==> src/rtl/jk_updown_counter_pkg.sv <==
// rtl/jk_updown_counter_pkg.sv - shared constants for the JK up/down counter
// Purpose: direction constants and the {J,K} action encodings shared by the
//          counter top level and its JK flip-flop cells.
// Ports:   none (package).
package jk_updown_counter_pkg;

    localparam logic DIR_UP = 1'b1;
    localparam logic DIR_DN = 1'b0;

    // Encoded as {J,K} so bit 1 drives J and bit 0 drives K directly.
    typedef enum logic [1:0] {
        JK_HOLD = 2'b00,
        JK_CLR  = 2'b01,
        JK_SET  = 2'b10,
        JK_TOG  = 2'b11
    } jk_action_e;

endpackage

==> src/rtl/jk_updown_counter_if.sv <==
// rtl/jk_updown_counter_if.sv - control/status bundle of the JK up/down counter
// Purpose: groups the counter controls and status outputs.
// Ports:   master drives en, up_dn, load, load_val and observes count, tc,
//          wrap, load_err; slave (the counter) is the mirror image.
interface jk_updown_counter_if #(
    parameter int WIDTH = 4
);
    logic             en;
    logic             up_dn;
    logic             load;
    logic [WIDTH-1:0] load_val;
    logic [WIDTH-1:0] count;
    logic             tc;
    logic             wrap;
    logic             load_err;

    modport master (
        output en, up_dn, load, load_val,
        input  count, tc, wrap, load_err
    );

    modport slave (
        input  en, up_dn, load, load_val,
        output count, tc, wrap, load_err
    );
endinterface

==> src/rtl/jk_ff_sync.sv <==
// rtl/jk_ff_sync.sv - JK flip-flop with synchronous active-high reset
// Purpose: one storage cell of the counter.
// Ports:   clk (clock), rst (sync reset to 0), J, K (cell drive), Q (state).
module jk_ff_sync
    import jk_updown_counter_pkg::*;
(
    input  logic clk,
    input  logic rst,
    input  logic J,
    input  logic K,
    output logic Q
);

    always_ff @(posedge clk) begin
        if (rst) begin
            Q <= 1'b0;
        end else begin
            case (jk_action_e'({J, K}))
                JK_SET:  Q <= 1'b1;
                JK_CLR:  Q <= 1'b0;
                JK_TOG:  Q <= ~Q;
                default: Q <= Q;
            endcase
        end
    end

endmodule

==> src/rtl/jk_updown_counter.sv <==
// rtl/jk_updown_counter.sv - modulo-MODULUS up/down counter built from JK cells
// Purpose: synchronous up/down counter with clamped parallel load; each count
//          bit lives in a jk_ff_sync cell whose J/K drive is derived here.
// Ports:   clk (clock), rst (sync active-high reset),
//          bus (slave): en, up_dn, load, load_val in; count, tc (combinational
//          terminal count), wrap and load_err (registered 1-cycle pulses) out.
module jk_updown_counter
    import jk_updown_counter_pkg::*;
#(
    parameter int WIDTH   = 4,
    parameter int MODULUS = 10
) (
    input  logic                clk,
    input  logic                rst,
    jk_updown_counter_if.slave  bus
);

    localparam logic [WIDTH-1:0] MAX_VAL = WIDTH'(MODULUS - 1);
    // One extra bit so MODULUS == 2**WIDTH is still representable.
    localparam logic [WIDTH:0]   MOD_EXT = (WIDTH + 1)'(MODULUS);

    logic [WIDTH-1:0] count;
    logic [WIDTH-1:0] next_cnt;
    logic [WIDTH-1:0] load_v;
    logic             clamp;
    logic             wrap_d;
    logic             wrap_q;
    logic             load_err_q;

    // Load value, clamped to the top of the range when out of range.
    always_comb begin
        load_v = bus.load_val;
        clamp  = 1'b0;
        if ({1'b0, bus.load_val} >= MOD_EXT) begin
            load_v = MAX_VAL;
            clamp  = 1'b1;
        end
    end

    // Counting next value; a count above MAX_VAL only arises from an illegal
    // parameter choice and is forced back to 0 in either direction.
    always_comb begin
        next_cnt = count;
        wrap_d   = 1'b0;
        if (bus.up_dn == DIR_UP) begin
            if (count == MAX_VAL) begin
                next_cnt = '0;
                wrap_d   = 1'b1;
            end else if (count < MAX_VAL) begin
                next_cnt = count + 1'b1;
            end else begin
                next_cnt = '0;
            end
        end else begin
            if (count == '0) begin
                next_cnt = MAX_VAL;
                wrap_d   = 1'b1;
            end else if (count > MAX_VAL) begin
                next_cnt = '0;
            end else begin
                next_cnt = count - 1'b1;
            end
        end
    end

    for (genvar i = 0; i < WIDTH; i++) begin : g_bit
        jk_action_e act;

        // Load forces each bit (set/clear); counting toggles only changing bits.
        always_comb begin
            act = JK_HOLD;
            if (bus.load) begin
                act = load_v[i] ? JK_SET : JK_CLR;
            end else if (bus.en && (next_cnt[i] != count[i])) begin
                act = JK_TOG;
            end
        end

        jk_ff_sync u_cell (
            .clk (clk),
            .rst (rst),
            .J   (act[1]),
            .K   (act[0]),
            .Q   (count[i])
        );
    end

    always_ff @(posedge clk) begin
        if (rst) begin
            wrap_q     <= 1'b0;
            load_err_q <= 1'b0;
        end else begin
            wrap_q     <= !bus.load && bus.en && wrap_d;
            load_err_q <= bus.load && clamp;
        end
    end

    assign bus.count    = count;
    assign bus.tc       = (bus.up_dn == DIR_UP) ? (count == MAX_VAL) : (count == '0);
    assign bus.wrap     = wrap_q;
    assign bus.load_err = load_err_q;

endmodule

==> src/flat_wrapper.sv <==
// flat-port wrapper written by rule: the top's interface ports become plain ports
module jk_updown_counter_flat import jk_updown_counter_pkg::*;
#(
    parameter int WIDTH   = 4,
    parameter int MODULUS = 10
)
  (clk, rst, bus_en, bus_up_dn, bus_load, bus_load_val, bus_count, bus_tc, bus_wrap, bus_load_err);
  jk_updown_counter_if #(.WIDTH(WIDTH)) bus_i ();
  input  logic clk;
  input  logic rst;
  input wire logic [$bits(bus_i.en)-1:0] bus_en;
  input wire logic [$bits(bus_i.up_dn)-1:0] bus_up_dn;
  input wire logic [$bits(bus_i.load)-1:0] bus_load;
  input wire logic [$bits(bus_i.load_val)-1:0] bus_load_val;
  output wire logic [$bits(bus_i.count)-1:0] bus_count;
  output wire logic [$bits(bus_i.tc)-1:0] bus_tc;
  output wire logic [$bits(bus_i.wrap)-1:0] bus_wrap;
  output wire logic [$bits(bus_i.load_err)-1:0] bus_load_err;
  assign bus_i.en = bus_en;
  assign bus_i.up_dn = bus_up_dn;
  assign bus_i.load = bus_load;
  assign bus_i.load_val = bus_load_val;
  assign bus_count = bus_i.count;
  assign bus_tc = bus_i.tc;
  assign bus_wrap = bus_i.wrap;
  assign bus_load_err = bus_i.load_err;
  jk_updown_counter #(.WIDTH(WIDTH), .MODULUS(MODULUS)) u_core (.clk(clk), .rst(rst), .bus(bus_i));
endmodule
==> config.mk <==
export PLATFORM = sky130hd
export DESIGN_NAME = jk_updown_counter_flat
export DESIGN_NICKNAME = d
export VERILOG_FILES = /design/src/rtl/jk_updown_counter_pkg.sv /design/src/rtl/jk_updown_counter_if.sv /design/src/rtl/jk_ff_sync.sv /design/src/rtl/jk_updown_counter.sv /design/src/flat_wrapper.sv
export SDC_FILE = /design/constraint.sdc
export NUM_CORES = 1
export LEC_CHECK = 0
export CORE_AREA = 2 2 39 41
export DETAILED_ROUTE_END_ITERATION = 10
export DIE_AREA = 0 0 41 43
export GPL_TIMING_DRIVEN = 0
export PLACE_DENSITY = 0.71
export SKIP_LAST_GASP = 1
export SYNTH_ARGS = -nofsm -noshare
export SYNTH_HDL_FRONTEND = slang
export SYNTH_SLANG_ARGS = --single-unit
==> constraint.sdc <==
create_clock -name clk -period 2.05 [get_ports clk]
set_input_delay 0.3075 -clock clk [delete_from_list [all_inputs] [get_ports clk]]
set_output_delay 0.3075 -clock clk [all_outputs]
set_load 0.03 [all_outputs]
======== After elaboration in Yosys (flattened, before gate mapping) ========
Cells that the tools add are included.
W data, S select, Z words.
storage, ports and cells
  flip-flop bits (word level) ............. 6
  latch bits .............................. 0
  bits in writable memories ............... 0
  memory bits (read-only) ................. 0
  input port bits ......................... 9
  output and inout bits ................... 7
  logic and storage cells ................. 72
  memories ................................ 0
cells by class
  add/subtract/negate cells ............... 2
  multiply operators ...................... 0
  divide/modulo/power cells ............... 0
  magnitude comparators ................... 3
  equality and inequality tests ........... 17
  shift-type cells ........................ 0
  multiplexer cells ....................... 27
  bitwise logic cells ..................... 4
  reductions and logical operators ........ 13
operators with widths
  operator               number
  $mux W2                12
  $mux W4                6
  $eq A2 B2 Y1 const B   8
  $pmux W1 S3            4
  $reduce_bool A3 Y1     4
  $eq A2 B1 Y1 const B   4
  $logic_and A1 B1 Y1    7
  $mux W1                5
  $add A4 B1 Y4 const B  1
  $eq A4 B4 Y1 const B   1
  $ge A4 B4 Y1 const B   1
  $gt A4 B4 Y1 const B   1
  $logic_not A4 Y1       1
  $lt A4 B4 Y1 const B   1
  $ne A1 B1 Y1           4
  $not A1 Y1             4
  $sub A4 B1 Y4 const B  1
  $logic_not A1 Y1       1

======== Logic depth before layout (Yosys ltp) ========
  depth in word-level cells ............... 10
  gate-level depth with buffers ........... 6
  mapped depth without buffers ............ 6

======== Cells and area by module ========
From an unflattened synthesis, not the netlist that was laid out.
unflattened totals
  cell total of the unflattened synthesis .. 77
  area, all modules ....................... 610.6 µm²
by module, submodules not included
  module             times used  cells an instance  area an instance (µm²)  sequential area each (µm²)
  jk_updown_counter  1           61                 415.4                   40.0
  jk_ff_sync         4           4                  48.8                    20.0

======== Least setup slack after synthesis ========
OpenSTA, ideal clock, no wires.
  path type ............................... reg-to-reg
  from .................................... register u_core.g_bit[1].u_cell.Q
  to ...................................... register u_core.g_bit[2].u_cell.Q
  arrival ................................. 1.631 ns
  data required time ...................... 1.976 ns
  setup slack ............................. 0.344 ns
  cell stages (with the launch flop) ...... 7
  path buffers ............................ 0
  path through ............................ dfxtp_1 -> inv_1 -> ha_1 -> or3b_1 -> a211oi_1 -> o311ai_0 -> a31oi_1
between the ends
  longest elaborated chain between the ends .. 10
RTL lines
  item                                               line                                              RTL
  start: declaration                                 jk_ff_sync.sv:11                                  output logic Q
  start signal: assignment                           jk_ff_sync.sv:21                                  JK_TOG: Q <= ~Q;
  $sub A4 B1 Y4, or another cell as far along        jk_updown_counter.sv:61                           next_cnt = count - 1'b1;
  $mux W4, on equally long branches                  jk_updown_counter.sv:58, jk_updown_counter.sv:49
  $mux W4, on equally long branches                  jk_updown_counter.sv:55, jk_updown_counter.sv:46
  $mux W4 *                                          jk_updown_counter.sv:45                           if (bus.up_dn == DIR_UP) begin
  $ne A1 B1 Y1 *                                     jk_updown_counter.sv:74                           end else if (bus.en && (next_cnt[i] != count[i])) begin
  $logic_and A1 B1 Y1 *                              jk_updown_counter.sv:74
  $mux W2 *                                          jk_updown_counter.sv:74
  $mux W2 *                                          jk_updown_counter.sv:72                           if (bus.load) begin
  $eq A2 B2 Y1 or $eq A2 B1 Y1 (tied branches)       jk_ff_sync.sv:18                                  case (jk_action_e'({J, K}))
  $pmux W1 S3 or $reduce_bool A3 Y1 (tied branches)  n/a
  end signal: assignment                             jk_ff_sync.sv:21
  end: declaration                                   jk_ff_sync.sv:11
Mark *: on every way between the ends. The rest lies on a longest branch, timed or not.
A chain may end at the register's enable or synchronous reset.

======== Worst setup path after layout ========
  from .................................... register u_core.g_bit[0].u_cell.Q
  to ...................................... output port bus_tc
between the ends
  longest elaborated chain between the ends .. 2
RTL lines
  item                                              line                     RTL
  start: declaration                                jk_ff_sync.sv:11
  start signal: assignment                          jk_ff_sync.sv:21
  $eq A4 B4 Y1 or $logic_not A4 Y1 (tied branches)  jk_updown_counter.sv:99  assign bus.tc = (bus.up_dn == DIR_UP) ? (count == MAX_VAL) : (count == '0);
  $mux W1 *                                         jk_updown_counter.sv:99
  end: declaration                                  flat_wrapper.sv:16       output wire logic [$bits(bus_i.tc)-1:0] bus_tc;
Marks and branches as above.

==> run_results.csv <==
group,metric,value,unit
yosys,synth_commonest_cells,"o21ai_0, nor2_1, dfxtp_1, inv_1, a21oi_1",
routing,drt-pass1-iter-count,4,
clocking,postCtsSetupBuffers,0,
yosys,synth_most_common_cell,"o21ai_0",
sta,skew,0.000506,ns
global_route,grt.total_usage,0.189,
global_route,grt_max_degree,11,
layout,antennaDiodeCount,0,
floorplan,coreArea,0.00138,mm2
place,dp_hpwl,1000,um
sta,period_needed,1.88,ns
critical_path,crit_chain,"inv_2 -> ha_1 -> nor2b_1 -> nand2_1 -> a21oi_1 -> clkbuf_4",
yosys,syn_area,552,um2
clocking,clkLatencyLatePin,0.25,ns
critical_path,cpPeakStageDelay,0.37,ns
clocking,cts_tree,"done",
status,status,"complete, no violations",
clocking,htreeDepth,1,
yosys,synth_area_per_cell,7.56,um2
layout,area_growth,32.9,%
critical_path,cp_max_fo,7,
routing,wl_per_cell,12.4,um
floorplan,fp-row-count,14,
sta,min_period_over_period,0.917,
sta,rsz0062_at_grt,"true",
yosys,synth_fp_nets,86,
floorplan,dieArea,0.00176,mm2
clocking,path_clk_slew,0.05,ns
place,numPortBuffers,14,
global_route,grt_first_pass_wirelength,2300,um
global_route,antenna_found_initial,0,
yosys,ys_ff_latch,6,
floorplan,die_w,41,um
layout,nets,105,
hold_path,hp-class,"input pin to flip-flop",
sta,hold_violations,0,
routing,routed_via_density,5.53,
yosys,yosysWarnings,0,
yosys,seq_area_frac_synth,0.218,
place,placed_area,712,um2
floorplan,initial_core_util,0.399,
pwr,power,0.000401,W
layout,multi_input_area,359,um2
floorplan,io-pin-count,16,
clocking,hold_buffers,0,
pwr,power_leakage,0.292,nW
critical_path,cp.required,1.74,ns
clocking,cts_max_path_buffers,2,
yosys,synth_top_flop_cell,"dfxtp_1",
yosys,syn_inst,73,
routing,drc,0,
yosys,yosysUniqueCellTypes,31,
yosys,ys_top_cells_by_area,"dfxtp_1, ha_1, o21ai_0, buf_4, nor2_1",
critical_path,cp_data_arrival_time,1.57,ns
routing,totalWireLength,1320,um
global_route,grt_remaining_overflow,0,
routing,vias,586,
routing,ant_nets,0,
yosys,synth_edf_count,0,
layout,design_area,733,um2
place,place.gp.congestion,0.814,
yosys,yosys.area.top_type_share,0.218,
pwr,peakVddDrop,0.000322,V
routing,drt-initial-drc-count,15,
sta,worst_pin_slew,0.363,ns
critical_path,slowest_stage,"dfxtp_1",
critical_path,end_kind,"primary output",
sta,setup_viol,0,
yosys,netlist.top_cell.by_area,"dfxtp_1",
sta,fmax,532,MHz
global_route,grt_pass1_vias,537,
layout,fillCellCount,145,
sta,slew_headroom,0.755,
flow_run,drv_cap,0,
clocking,root_buffer,"clkbuf_4",
sta,maxSlewViolCount,0,
sta,timing.hold.ws,0.513,ns
critical_path,setup.worst_path.class,"flip-flop to primary output",
floorplan,die_h,43,um
critical_path,worst_setup_path_start_kind,"flip-flop",
pwr,pwr_density_cell,547,mW/mm2
yosys,async_reset_ff_frac,0,
layout,seqCellArea,121,um2
layout,drive_gt1_frac,0.156,
clocking,clock_sinks,6,
clocking,cts_buffers,3,
kinds of logic after synthesis:
| logic type | count (synthesis) | share of synthesized area |
|---|---|---|
| compound gates | 25 | 0.286 |
| buf+inv | 13 | 0.132 |
| simple gates | 25 | 0.274 |
| flops | 6 | 0.218 |
| fa+ha+maj | 4 | 0.0907 |
cell usage in the layout (no fill, tap or decap), drive strengths merged:
cell type,count
clkdlybuf4s50,13
nor3b,1
a311oi,3
nor4b,1
nand2b,3
a211oi,1
a31oi,2
o22ai,2
a21o,1
or3b,1
inv,6
nand4bb,1
dfxtp,6
a221oi,1
nand2,3
nor2,7
ha,4
nor3,1
clkbuf,5
nor2b,2
o21ai,8
o311ai,1
nand3,1
a21oi,5
o21a,1
nand3b,1
nand4b,1
or4b,2
buf,6
area by class of cell:
class,instances,share of cell area
Buffer,7,0.0683
Clock buffer,3,0.0307
Inverter,6,0.0307
Multi-Input combinational cell,54,0.490
Sequential cell,6,0.166
Tap cell,16,0.0273
Timing Repair Buffer,14,0.188
repair_timing:
action                                  in CTS  in global routing
pin swaps                                    0                  0
endpoints found under the setup margin       1                  2
resized for setup                            3                  5
layer usage:
metal / part of all wire / track usage / routed length [um]
met1: 0.46 / 0.255 / 607
met2: 0.47 / 0.259 / 615
met3: 0.064 / 0.0419 / 84
met4: 0.0061 / 0.120 / 8
met5: 0 / 0 / 0
worst max-delay path: cells and delay by family, from the launching register on:
kind | cells | cell delay (ns)
flip-flops | 1 | 0.37
buffers and inverters | 2 | 0.33
AND/OR/NAND/NOR | 2 | 0.26
adder cells (fa/ha/maj) | 1 | 0.20
AO/OA/AOI/OAI | 1 | 0.16
per-stage QoR:
step / TNS [ns] / cells / worst slack, ns / utilization
floorplan: 0 / 73 / 0.344 / -
global placement: -0.100 / 103 / -0.100 / 0.514
detailed placement: -0.0892 / 103 / -0.0892 / 0.514
CTS: 0 / 106 / 0.00673 / 0.532
global route: -0.00703 / 106 / -0.00703 / 0.530
finish: 0 / 106 / 0.170 / 0.530
state kept, by name, indices dropped and copies added, names as in the netlist:
| signal | flops |
|---|---|
| u_core.g_bit.u_cell.Q | 4 |
| u_core.bus.wrap | 1 |
| u_core.bus.load_err | 1 |
where the power goes:
part	internal, W	switching (W)	total [W]
logic	0.0000735	0.0000811	0.000155
clock network	0.0000664	0.0000452	0.000112
registers	0.000125	0.0000105	0.000135
total	0.000264	0.000137	0.000401
final timing paths:
check / from / endpoint / slack (ns) / cells past startpoint
worst max-delay path: u_core.g_bit[0].u_cell.Q / bus_tc / 0.17 / 6
worst min-delay path: bus_up_dn / u_core.bus.wrap / 0.51 / 4
worst max register to register: u_core.g_bit[1].u_cell.Q / u_core.g_bit[2].u_cell.Q / 0.22 / 6
worst min register to register: u_core.g_bit[1].u_cell.Q / u_core.g_bit[1].u_cell.Q / 0.62 / 2
Power figures use the tool's default switching activity.
